[config.mk]
export PLATFORM = sky130hd
export DESIGN_NAME = pipe_ctrl_flat
export DESIGN_NICKNAME = d
export VERILOG_FILES = /design/src/rtl/pipe_ctrl_pkg.sv /design/src/rtl/pipe_ctrl_if.sv /design/src/rtl/pipe_ctrl_epc.sv /design/src/rtl/pipe_ctrl.sv /design/src/flat_wrapper.sv
export SDC_FILE = /design/constraint.sdc
export NUM_CORES = 1
export LEC_CHECK = 0
export CAP_MARGIN = 20
export CORE_ASPECT_RATIO = 1.5
export CORE_MARGIN = 2
export CORE_UTILIZATION = 41
export DETAILED_ROUTE_END_ITERATION = 8
export PLACE_DENSITY = 0.76
export SYNTH_ARGS = -nofsm -noshare
export SYNTH_HDL_FRONTEND = slang
export SYNTH_SLANG_ARGS = --single-unit
[constraint.sdc]
create_clock -name clk -period 1.9 [get_ports clk]
set_clock_uncertainty 0.15 [all_clocks]
set_input_delay 0.38 -clock clk [delete_from_list [all_inputs] [get_ports clk]]
set_output_delay 0.38 -clock clk [all_outputs]
set_load 0.01 [all_outputs]
[src/rtl/pipe_ctrl_pkg.sv]
// Shared widths, encodings and pipeline-state type for the pipeline sequencer.
package pipe_ctrl_pkg;
  localparam int WORD_ADDR_W = 30;
  localparam int CTRL_OP_W   = 2;
  localparam int ISA_EXP_W   = 3;

  localparam logic ENABLE_  = 1'b0;
  localparam logic DISABLE_ = 1'b1;
  localparam logic ENABLE   = 1'b1;
  localparam logic DISABLE  = 1'b0;

  localparam logic [CTRL_OP_W-1:0] CTRL_OP_NOP  = 2'd0;
  localparam logic [CTRL_OP_W-1:0] CTRL_OP_WRCR = 2'd1;
  localparam logic [CTRL_OP_W-1:0] CTRL_OP_ERET = 2'd2;

  localparam logic [ISA_EXP_W-1:0] ISA_EXP_NO_EXP     = 3'd0;
  localparam logic [ISA_EXP_W-1:0] ISA_EXP_EXT_INT    = 3'd1;
  localparam logic [ISA_EXP_W-1:0] ISA_EXP_UNDEF_INSN = 3'd2;
  localparam logic [ISA_EXP_W-1:0] ISA_EXP_OVERFLOW   = 3'd3;
  localparam logic [ISA_EXP_W-1:0] ISA_EXP_MISS_ALIGN = 3'd4;
  localparam logic [ISA_EXP_W-1:0] ISA_EXP_TRAP       = 3'd5;
  localparam logic [ISA_EXP_W-1:0] ISA_EXP_PRV_VIO    = 3'd6;

  typedef enum logic {PIPE_STATE_RUN = 1'b0, PIPE_STATE_EXC = 1'b1} pipe_state_e;

  // A delay-slot instruction restarts at its branch, one word earlier.
  function automatic logic [WORD_ADDR_W-1:0] restart_pc(input logic [WORD_ADDR_W-1:0] pc,
                                                        input logic br_flag);
    return br_flag ? pc - 30'd1 : pc;
  endfunction
endpackage

[src/rtl/pipe_ctrl_if.sv]
// MEM-stage status in, per-register stall/flush and redirect out.
// irq exists only when PIPE_CTRL_INT_EN is defined.
interface pipe_ctrl_if;
  import pipe_ctrl_pkg::*;
  logic                   if_busy, mem_busy, ld_hazard;
  logic [WORD_ADDR_W-1:0] mem_pc;
  logic                   mem_en_, mem_br_flag;
  logic [CTRL_OP_W-1:0]   mem_ctrl_op;
  logic [ISA_EXP_W-1:0]   mem_exp_code;
`ifdef PIPE_CTRL_INT_EN
  logic                   irq;
`endif
  logic                   if_stall, id_stall, ex_stall, mem_stall;
  logic                   if_flush, id_flush, ex_flush, mem_flush;
  logic [WORD_ADDR_W-1:0] new_pc, epc;
  logic [ISA_EXP_W-1:0]   exp_cause;

  modport slave (
    input  if_busy, mem_busy, ld_hazard, mem_pc, mem_en_, mem_br_flag, mem_ctrl_op, mem_exp_code,
`ifdef PIPE_CTRL_INT_EN
    input  irq,
`endif
    output if_stall, id_stall, ex_stall, mem_stall, if_flush, id_flush, ex_flush, mem_flush,
    output new_pc, epc, exp_cause
  );

  modport master (
    output if_busy, mem_busy, ld_hazard, mem_pc, mem_en_, mem_br_flag, mem_ctrl_op, mem_exp_code,
`ifdef PIPE_CTRL_INT_EN
    output irq,
`endif
    input  if_stall, id_stall, ex_stall, mem_stall, if_flush, id_flush, ex_flush, mem_flush,
    input  new_pc, epc, exp_cause
  );
endinterface

[src/rtl/pipe_ctrl_epc.sv]
// Exception register file: epc, cause and interrupt enable, with capture and ERET update.
module pipe_ctrl_epc
  import pipe_ctrl_pkg::*;
(
  input  logic                   clk,
  input  logic                   reset,
  input  logic                   cap_i,
  input  logic [WORD_ADDR_W-1:0] cap_pc_i,
  input  logic [ISA_EXP_W-1:0]   cap_cause_i,
  input  logic                   eret_i,
  output logic [WORD_ADDR_W-1:0] epc_o,
  output logic [ISA_EXP_W-1:0]   cause_o,
  output logic                   ie_o
);
  logic [WORD_ADDR_W-1:0] epc_q, epc_d;
  logic [ISA_EXP_W-1:0]   cause_q, cause_d;
  logic                   ie_q, ie_d;

  always_comb begin
    epc_d   = epc_q;
    cause_d = cause_q;
    ie_d    = ie_q;
    if (cap_i) begin
      epc_d   = cap_pc_i;
      cause_d = cap_cause_i;
      ie_d    = DISABLE;
    end else if (eret_i) begin
      ie_d    = ENABLE;
    end
  end

  always_ff @(posedge clk) begin
    if (reset) begin
      epc_q   <= '0;
      cause_q <= ISA_EXP_NO_EXP;
      ie_q    <= DISABLE;
    end else begin
      epc_q   <= epc_d;
      cause_q <= cause_d;
      ie_q    <= ie_d;
    end
  end

  assign epc_o   = epc_q;
  assign cause_o = cause_q;
  assign ie_o    = ie_q;
endmodule

[src/rtl/pipe_ctrl.sv]
// Pipeline sequencer: stall/flush priority decoder and precise-exception state machine.
// Define PIPE_CTRL_INT_EN to add the level-sensitive external interrupt path.
module pipe_ctrl
  import pipe_ctrl_pkg::*;
#(
  parameter logic [WORD_ADDR_W-1:0] EXC_VECTOR = '0
) (
  input  logic      clk,
  input  logic      reset,
  pipe_ctrl_if.slave bus
);
  pipe_state_e            state_q, state_d;
  logic [WORD_ADDR_W-1:0] tgt_q, tgt_d;
  logic [3:0]             stall, flush;
  logic [WORD_ADDR_W-1:0] new_pc;
  logic                   valid, exc, eret, irq_take, ie;
  logic                   cap, eret_set;
  logic [ISA_EXP_W-1:0]   cap_cause;
  logic [WORD_ADDR_W-1:0] epc;

  assign valid = (bus.mem_en_ == ENABLE_);
  assign exc   = valid && (bus.mem_exp_code != ISA_EXP_NO_EXP);
  assign eret  = valid && (bus.mem_ctrl_op == CTRL_OP_ERET);

`ifdef PIPE_CTRL_INT_EN
  assign irq_take = bus.irq && ie && valid && !exc;
`else
  logic ie_unused;
  assign irq_take  = 1'b0;
  assign ie_unused = ie;
`endif

  always_comb begin
    stall     = 4'b0000;
    flush     = 4'b0000;
    new_pc    = '0;
    state_d   = state_q;
    tgt_d     = tgt_q;
    cap       = 1'b0;
    cap_cause = exc ? bus.mem_exp_code : ISA_EXP_EXT_INT;
    eret_set  = 1'b0;
    if (!reset) begin
      if (bus.if_busy || bus.mem_busy) begin
        stall = 4'b1111;
      end else if (state_q == PIPE_STATE_EXC) begin
        // Wrong-path leftovers drain here; fetch keeps the redirect target.
        flush   = 4'b1111;
        new_pc  = tgt_q;
        state_d = PIPE_STATE_RUN;
      end else if (exc || irq_take) begin
        flush   = 4'b1111;
        new_pc  = EXC_VECTOR;
        tgt_d   = EXC_VECTOR;
        cap     = 1'b1;
        state_d = PIPE_STATE_EXC;
      end else if (eret) begin
        flush    = 4'b1111;
        new_pc   = epc;
        tgt_d    = epc;
        eret_set = 1'b1;
        state_d  = PIPE_STATE_EXC;
      end else if (bus.ld_hazard) begin
        stall = 4'b1100;
        flush = 4'b0010;
      end
    end
  end

  always_ff @(posedge clk) begin
    if (reset) begin
      state_q <= PIPE_STATE_RUN;
      tgt_q   <= '0;
    end else begin
      state_q <= state_d;
      tgt_q   <= tgt_d;
    end
  end

  pipe_ctrl_epc u_epc (
    .clk        (clk),
    .reset      (reset),
    .cap_i      (cap),
    .cap_pc_i   (restart_pc(bus.mem_pc, bus.mem_br_flag)),
    .cap_cause_i(cap_cause),
    .eret_i     (eret_set),
    .epc_o      (epc),
    .cause_o    (bus.exp_cause),
    .ie_o       (ie)
  );

  assign {bus.if_stall, bus.id_stall, bus.ex_stall, bus.mem_stall} = stall;
  assign {bus.if_flush, bus.id_flush, bus.ex_flush, bus.mem_flush} = flush;
  assign bus.new_pc = new_pc;
  assign bus.epc    = epc;
endmodule

[src/flat_wrapper.sv]
// flat-port wrapper written by rule: the top's interface ports become plain ports
module pipe_ctrl_flat import pipe_ctrl_pkg::*;
#(
  parameter logic [WORD_ADDR_W-1:0] EXC_VECTOR = '0
)
  (clk, reset, bus_if_busy, bus_mem_busy, bus_ld_hazard, bus_mem_pc, bus_mem_en_, bus_mem_br_flag, bus_mem_ctrl_op, bus_mem_exp_code, bus_if_stall, bus_id_stall, bus_ex_stall, bus_mem_stall, bus_if_flush, bus_id_flush, bus_ex_flush, bus_mem_flush, bus_new_pc, bus_epc, bus_exp_cause);
  pipe_ctrl_if bus_i ();
  input  logic clk;
  input  logic reset;
  input wire logic [$bits(bus_i.if_busy)-1:0] bus_if_busy;
  input wire logic [$bits(bus_i.mem_busy)-1:0] bus_mem_busy;
  input wire logic [$bits(bus_i.ld_hazard)-1:0] bus_ld_hazard;
  input wire logic [$bits(bus_i.mem_pc)-1:0] bus_mem_pc;
  input wire logic [$bits(bus_i.mem_en_)-1:0] bus_mem_en_;
  input wire logic [$bits(bus_i.mem_br_flag)-1:0] bus_mem_br_flag;
  input wire logic [$bits(bus_i.mem_ctrl_op)-1:0] bus_mem_ctrl_op;
  input wire logic [$bits(bus_i.mem_exp_code)-1:0] bus_mem_exp_code;
  output wire logic [$bits(bus_i.if_stall)-1:0] bus_if_stall;
  output wire logic [$bits(bus_i.id_stall)-1:0] bus_id_stall;
  output wire logic [$bits(bus_i.ex_stall)-1:0] bus_ex_stall;
  output wire logic [$bits(bus_i.mem_stall)-1:0] bus_mem_stall;
  output wire logic [$bits(bus_i.if_flush)-1:0] bus_if_flush;
  output wire logic [$bits(bus_i.id_flush)-1:0] bus_id_flush;
  output wire logic [$bits(bus_i.ex_flush)-1:0] bus_ex_flush;
  output wire logic [$bits(bus_i.mem_flush)-1:0] bus_mem_flush;
  output wire logic [$bits(bus_i.new_pc)-1:0] bus_new_pc;
  output wire logic [$bits(bus_i.epc)-1:0] bus_epc;
  output wire logic [$bits(bus_i.exp_cause)-1:0] bus_exp_cause;
  assign bus_i.if_busy = bus_if_busy;
  assign bus_i.mem_busy = bus_mem_busy;
  assign bus_i.ld_hazard = bus_ld_hazard;
  assign bus_i.mem_pc = bus_mem_pc;
  assign bus_i.mem_en_ = bus_mem_en_;
  assign bus_i.mem_br_flag = bus_mem_br_flag;
  assign bus_i.mem_ctrl_op = bus_mem_ctrl_op;
  assign bus_i.mem_exp_code = bus_mem_exp_code;
  assign bus_if_stall = bus_i.if_stall;
  assign bus_id_stall = bus_i.id_stall;
  assign bus_ex_stall = bus_i.ex_stall;
  assign bus_mem_stall = bus_i.mem_stall;
  assign bus_if_flush = bus_i.if_flush;
  assign bus_id_flush = bus_i.id_flush;
  assign bus_ex_flush = bus_i.ex_flush;
  assign bus_mem_flush = bus_i.mem_flush;
  assign bus_new_pc = bus_i.new_pc;
  assign bus_epc = bus_i.epc;
  assign bus_exp_cause = bus_i.exp_cause;
  pipe_ctrl #(.EXC_VECTOR(EXC_VECTOR)) u_core (.clk(clk), .reset(reset), .bus(bus_i));
endmodule
==> flow_summary_export.csv, run 1 <==
group,metric,value,unit
timing,max_freq,0.439,GHz
finish,drive_gt1_share,35.8,%
logic_synthesis,synth_area_leaders,"dfxtp_1 38%, nand3_1 7.0%, a22oi_1 6.7%, a21oi_1 5.2%, nor2_1 5.0%",
logic_synthesis,netlist-cell-type-count,39,
logic_synthesis,syn_area_per_cell,7.82,um2
clock_network,htreeDepth,3,
grt,grt_pass1_wl,19.4,mm
detailed_routing,drt.antenna.violating_nets,0,
floorplan,fp.dieW,77.8,um
floorplan,die_y,115,um
detailed_routing,wl_per_cell,19.7,um
critical_path,crit_type,"input pin to output port",
power,peakVddDrop,0.468,mV
timing,slew_headroom,65.0,%
clock_network,cts-root-buf,"clkbuf_16",
detailed_routing,post-route-drc-count,0,
finish,stdcell_count,719,
critical_path,cp.required,1.37,ns
logic_synthesis,ys_ff_latch,64,
floorplan,initial_core_util,42.1,%
timing,slew_violations,0,
power,p_leak,2.39,nW
job,cap_violations,0,
power,power,0.00377,W
placement,numPortBuffers,112,
outcome,status,"finished with violations",
placement,dp_hpwl,8.04,mm
critical_path,worstPathMaxFanout,6,
detailed_routing,totalWireLength,14.2,mm
timing,layout_setup_ws,-0.378,ns
grt,grt_pass1_vias,4024,
timing,finalSetupTns,-10.95,ns
logic_synthesis,synthFlopType,"dfxtp_1",
detailed_routing,routed.top_layer,"met4",
critical_path,r2r_end,"u_core.u_epc.epc_o[1]",
critical_path,worstSetupStartpointType,"input pin",
floorplan,core,7960,um2
detailed_routing,via_per_inst,5.96,
logic_synthesis,synthArstFlopShare,0,%
detailed_routing,m1WireLength,5.24,mm
clock_network,cts_made_buffers,9,
worst_hold_path,min_path_type,"input pin to register",
timing,rsz0062_at_grt,"yes",
timing,fin_crit,2.28,ns
detailed_routing,initialDrtViolationCount,494,
detailed_routing,vias,4283,
critical_path,crit_arrival,1.75,ns
logic_synthesis,synth_cells,428,
clock_network,cts_tree,"yes",
worst_hold_path,min_from,"bus_mem_exp_code[0]",
logic_synthesis,netlist_area,3350,um2
logic_synthesis,yosysSeqAreaShare,38.3,%
finish,fillCellCount,498,
grt,grt.overflow.total,0,
timing,worst_slew_pin_slew,0.526,ns
detailed_routing,first_pass_iters,5,
worst_hold_path,hold-path-cell-count,3,
finish,nets,652,
outcome,violations,"negative setup slack",
grt,grt_max_degree,53,
logic_synthesis,synth_edf_count,0,
clock_network,clk_pin_slew,0.05,ns
critical_path,rrSetupSlack,-0.07,ns
logic_synthesis,yosys.area.top_type,"dfxtp_1",
clock_network,clockBufferDepth,2,
timing,period_share,120,%
finish,syn_to_final_growth,75.6,%
logic_synthesis,syn-num-nets,471,
grt,grt_antenna_before_repair,0,
floorplan,dieArea,8920,um2
finish,n_antenna_cell,0,
logic_synthesis,synthDominantCellAreaShare,38.3,%
critical_path,end_kind,"output port",
clock_network,clkSinkCount,64,
clock_network,clk_latency,0.33,ns
power,powerDensity,642,nW/um2
logic_synthesis,synthMostInstantiatedCell,"dfxtp_1",
timing,setup_viol,63,
timing,finalHoldViolations,0,
logic_synthesis,synth.top_cells.by_count,"64 x dfxtp_1, 47 x nand3_1, 45 x nor2_1, 43 x nand2_1, 35 x a21oi_1",
worst_hold_path,hold-path-endpoint,"u_core.u_epc.cause_o[0]",
grt,grt_usage,27.6,%
floorplan,num_io_pins,113,
critical_path,r2r_start,"u_core.state_q",
logic_synthesis,ys_warn_count,0,
placement,dp.cells,679,
placement,gp_congestion,0.907,
floorplan,rows,40,
detailed_routing,route.met2.wl,7.30,mm
critical_path,reg2reg_depth,7,
detailed_routing,met3_length,1.01,mm
-- placed cells by master (no fill, tap or decap), types with 14 or more instances in the layout --
master,netlist,routed
buf_4,4,71
dfxtp_1,64,62
nand2_1,43,42
clkdlybuf4s50_1,0,42
nor2_1,45,38
nand3_1,47,37
buf_2,4,35
a21oi_1,35,32
o21ai_1,9,25
a22oi_1,30,20
nand3b_1,19,19
buf_6,6,18
dlymetal6s2s_1,0,16
xor2_1,14,14
-- flip-flops by register name, indices dropped and copies added, names as in the netlist --
name,cells
u_core.state_q,1
u_core.tgt_q,30
u_core.u_epc.cause_o,3
u_core.u_epc.epc_o,30
-- repair_timing --
action,in CTS,in global routing
pin swaps,35,46
gates resized for setup,227,77
endpoints found under the setup margin,102,72
buffers inserted,16,7
hold buffers,0,0
gates cloned,4,5
-- logic make-up after synthesis --
group / Yosys count / synth area share [%]
adder cells (fa/ha/maj): 1 / 0.374
AND/OR/NAND/NOR: 195 / 30.2
flip-flops: 64 / 38.3
buffers and inverters: 43 / 6.76
AO/OA/AOI/OAI: 97 / 17.1
XOR/XNOR: 28 / 7.32
-- stage by stage --
step / hold slack, ns / cell area (um2) / utilization, % / setup WS [ns]
final: 0.103 / 5880 / 73.9 / -0.378
after global routing: 0.136 / 5880 / 73.9 / -0.413
after CTS: 0.103 / 5560 / 69.8 / -0.299
after detailed placement: 0.296 / 5030 / 63.3 / -1.05
after global placement: 0.290 / 5030 / 63.3 / -1.04
after floorplan: 0.282 / 3420 / - / -0.204
-- critical path, stage by stage --
cell           delay (ns)
dlygate4sd2_1        0.33
nor4b_4              0.27
buf_4                0.17
buf_6                0.12
buf_8                0.14
a22oi_2              0.06
nor2_1               0.13
buf_2                0.15
-- per-layer routing --
layer / GRT usage [%] / vias to the layer above
li1: - / 1871
met1: 29.7 / 2061
met2: 50.5 / 284
met3: 4.65 / 67
met4: 15.7 / 0
met5: 0 / -
-- power by group --
group          internal, W  switching [W]  total, W  leakage [nW]
Combinational     0.000296       0.000283  0.000579          1.72
Clock              0.00118       0.000610   0.00179         0.152
Sequential         0.00137      0.0000322   0.00140         0.519
Total              0.00285       0.000925   0.00377          2.39
-- area by class of cell --
type | instances | area [um2] | area share, %
Clock inverter | 5 | 80.1 | 1.36
Multi-Input combinational cell | 321 | 2160 | 36.7
Inverter | 3 | 11.3 | 0.192
Tap cell | 105 | 131 | 2.23
Timing Repair Buffer | 210 | 1970 | 33.5
Sequential cell | 64 | 1280 | 21.8
Clock buffer | 11 | 243 | 4.13
-- worst max-delay path by stage --
stage,end,slack [ns],startpoint,cells past startpoint
2_1_floorplan,u_core.u_epc.epc_o[0],-0.20,reset,8
3_3_place_gp,bus_new_pc[11],-1.04,bus_mem_exp_code[1],7
3_5_place_dp,bus_new_pc[19],-1.05,bus_mem_exp_code[1],7
4_1_cts,bus_new_pc[23],-0.30,bus_mem_exp_code[2],9
5_1_grt,bus_new_pc[19],-0.41,bus_mem_en_,8
6_report,bus_new_pc[14],-0.38,bus_mem_en_,8
No activity file was read; power rests on OpenSTA's default activity.
==> run 2, diff against run 1 <==
Settings changed: CAP_MARGIN 20 to 10.
==> results of run 2 <==
The final DEF is identical to that of run 1; final timing and power are the same.
==> run 3, diff against run 2 <==
Settings changed: CAP_MARGIN 10 to 20, PLACE_DENSITY 0.76 to 0.77.
==> flow_summary_export.csv, run 3 (same netlist as run 1, synthesis figures left out) <==
group,metric,value,unit
outcome,status,"finished with violations",
outcome,violations,"negative setup slack",
grt,grt_pass1_vias,4185,
placement,dp_hpwl,8.06,mm
clock_network,clk_pin_slew,0.06,ns
finish,nets,648,
worst_hold_path,min_path_type,"input pin to register",
timing,slew_violations,0,
timing,finalHoldViolations,0,
floorplan,die_y,115,um
timing,worst_slew_pin_slew,0.526,ns
timing,layout_setup_ws,-0.355,ns
power,peakVddDrop,0.580,mV
critical_path,worstSetupStartpointType,"input pin",
timing,finalSetupTns,-8.23,ns
detailed_routing,via_per_inst,5.93,
critical_path,crit_chain,"buf_8 -> nor3_4 -> nor4b_4 -> buf_4 -> buf_12 -> a22oi_1 -> nor2_1 -> buf_2",
critical_path,cpMaxStageDelayCell,"nor3_4",
floorplan,initial_core_util,42.1,%
power,powerDensity,687,nW/um2
floorplan,rows,40,
timing,fin_crit,2.26,ns
floorplan,fp.dieW,77.8,um
critical_path,end_kind,"output port",
grt,grt_antenna_before_repair,0,
clock_network,cts_tree,"yes",
timing,rsz0062_at_grt,"yes",
finish,n_antenna_cell,0,
finish,syn_to_final_growth,71.2,%
grt,grt_max_degree,50,
finish,fin_util,72.0,%
floorplan,dieArea,8920,um2
critical_path,worst-path-buf-inv,4,
floorplan,num_io_pins,113,
critical_path,crit_type,"input pin to output port",
detailed_routing,vias,4242,
power,p_leak,2.32,nW
clock_network,clk_latency,0.35,ns
clock_network,cts-root-buf,"clkbuf_16",
detailed_routing,first_pass_iters,5,
detailed_routing,initialDrtViolationCount,472,
timing,setup_viol,45,
timing,max_freq,0.443,GHz
critical_path,rrSetupSlack,-0.07,ns
detailed_routing,drt.antenna.violating_nets,0,
job,cap_violations,0,
finish,layout_common_cells,"70 x buf_4, 62 x dfxtp_1, 42 x nor2_1, 42 x nand2_1, 40 x clkdlybuf4s50_1",
detailed_routing,wl_per_cell,20.0,um
clock_network,clkSinkCount,64,
critical_path,cp_top_family,"simple AND/OR/NAND/NOR gates",
grt,grt_pass1_wl,20.2,mm
placement,numPortBuffers,112,
grt,grt_usage,29.2,%
timing,slew_headroom,64.9,%
grt,grt.overflow.total,0,
finish,drive_gt1_share,33.9,%
detailed_routing,post-route-drc-count,0,
finish,layout_commonest_cell,"buf_4",
finish,fillCellCount,562,
clock_network,cts_made_buffers,9,
clock_network,htreeDepth,3,
floorplan,core,7960,um2
critical_path,cp_slowest_stage_delay,0.23,ns
critical_path,cp.required,1.37,ns
timing,period_share,119,%
detailed_routing,totalWireLength,14.3,mm
clock_network,clockBufferDepth,2,
critical_path,crit_arrival,1.73,ns
critical_path,worstPathMaxFanout,18,
placement,gp_congestion,0.880,
## run 3: layout make-up
type | count | area, um2 | area share, %
clock inverters | 5 | 103 | 1.79
inverters | 3 | 11.3 | 0.196
well taps | 105 | 131 | 2.29
repair buffers | 205 | 1860 | 32.4
flip-flops and latches | 64 | 1280 | 22.4
multi-input cells | 322 | 2090 | 36.5
clock buffers | 11 | 253 | 4.41
## run 3: through the flow
| stage | instance area (um2) | total power, W | setup slack (ns) | instances | hold WS, ns |
|---|---|---|---|---|---|
| after floorplan | 3420 | 0.00161 | -0.204 | 428 | 0.282 |
| after global placement | 5050 | 0.00191 | -1.08 | 681 | 0.287 |
| after detailed placement | 5050 | 0.00192 | -1.09 | 681 | 0.297 |
| after CTS | 5520 | 0.00388 | -0.290 | 709 | 0.0969 |
| after global routing | 5730 | 0.00402 | -0.462 | 715 | 0.0976 |
| final | 5730 | 0.00394 | -0.355 | 715 | 0.0821 |
## run 3: path summary, 6_finish.rpt
kind | startpoint | end | cells past startpoint
hold / removal | bus_mem_exp_code[0] | u_core.u_epc.cause_o[0] | 3
setup reg to reg | u_core.state_q | u_core.tgt_q[2] | 6
hold reg to reg | u_core.tgt_q[27] | u_core.tgt_q[27] | 2
setup / recovery | bus_mem_exp_code[0] | bus_new_pc[11] | 8
## run 3: repair_timing
action	4_1_cts	5_1_grt
gates resized for setup	235	57
endpoints found under the setup margin	101	77
pin swaps	24	25
cloned	6	2
buffers inserted	6	4
hold buffers	0	0
## run 3: power breakdown
part           internal (W)  leakage, nW  switching, W
Clock               0.00135        0.172      0.000628
Combinational      0.000283         1.63      0.000278
Sequential          0.00137        0.519     0.0000300
Total               0.00300         2.32      0.000936
## run 3: worst min-delay path, stage by stage
cell	delay, ns
buf_8	0.08
nand2_1	0.04
nand2_1	0.05
## run 3: routing by layer
layer / track usage [%] / part of all wire (%) / vias to the layer above
met2: 52.4 / 52 / 281
met3: 4.42 / 8.0 / 70
met5: 0 / 0 / -
met4: 21.4 / 5.2 / 0
met1: 30.5 / 34 / 2021
li1: - / - / 1870
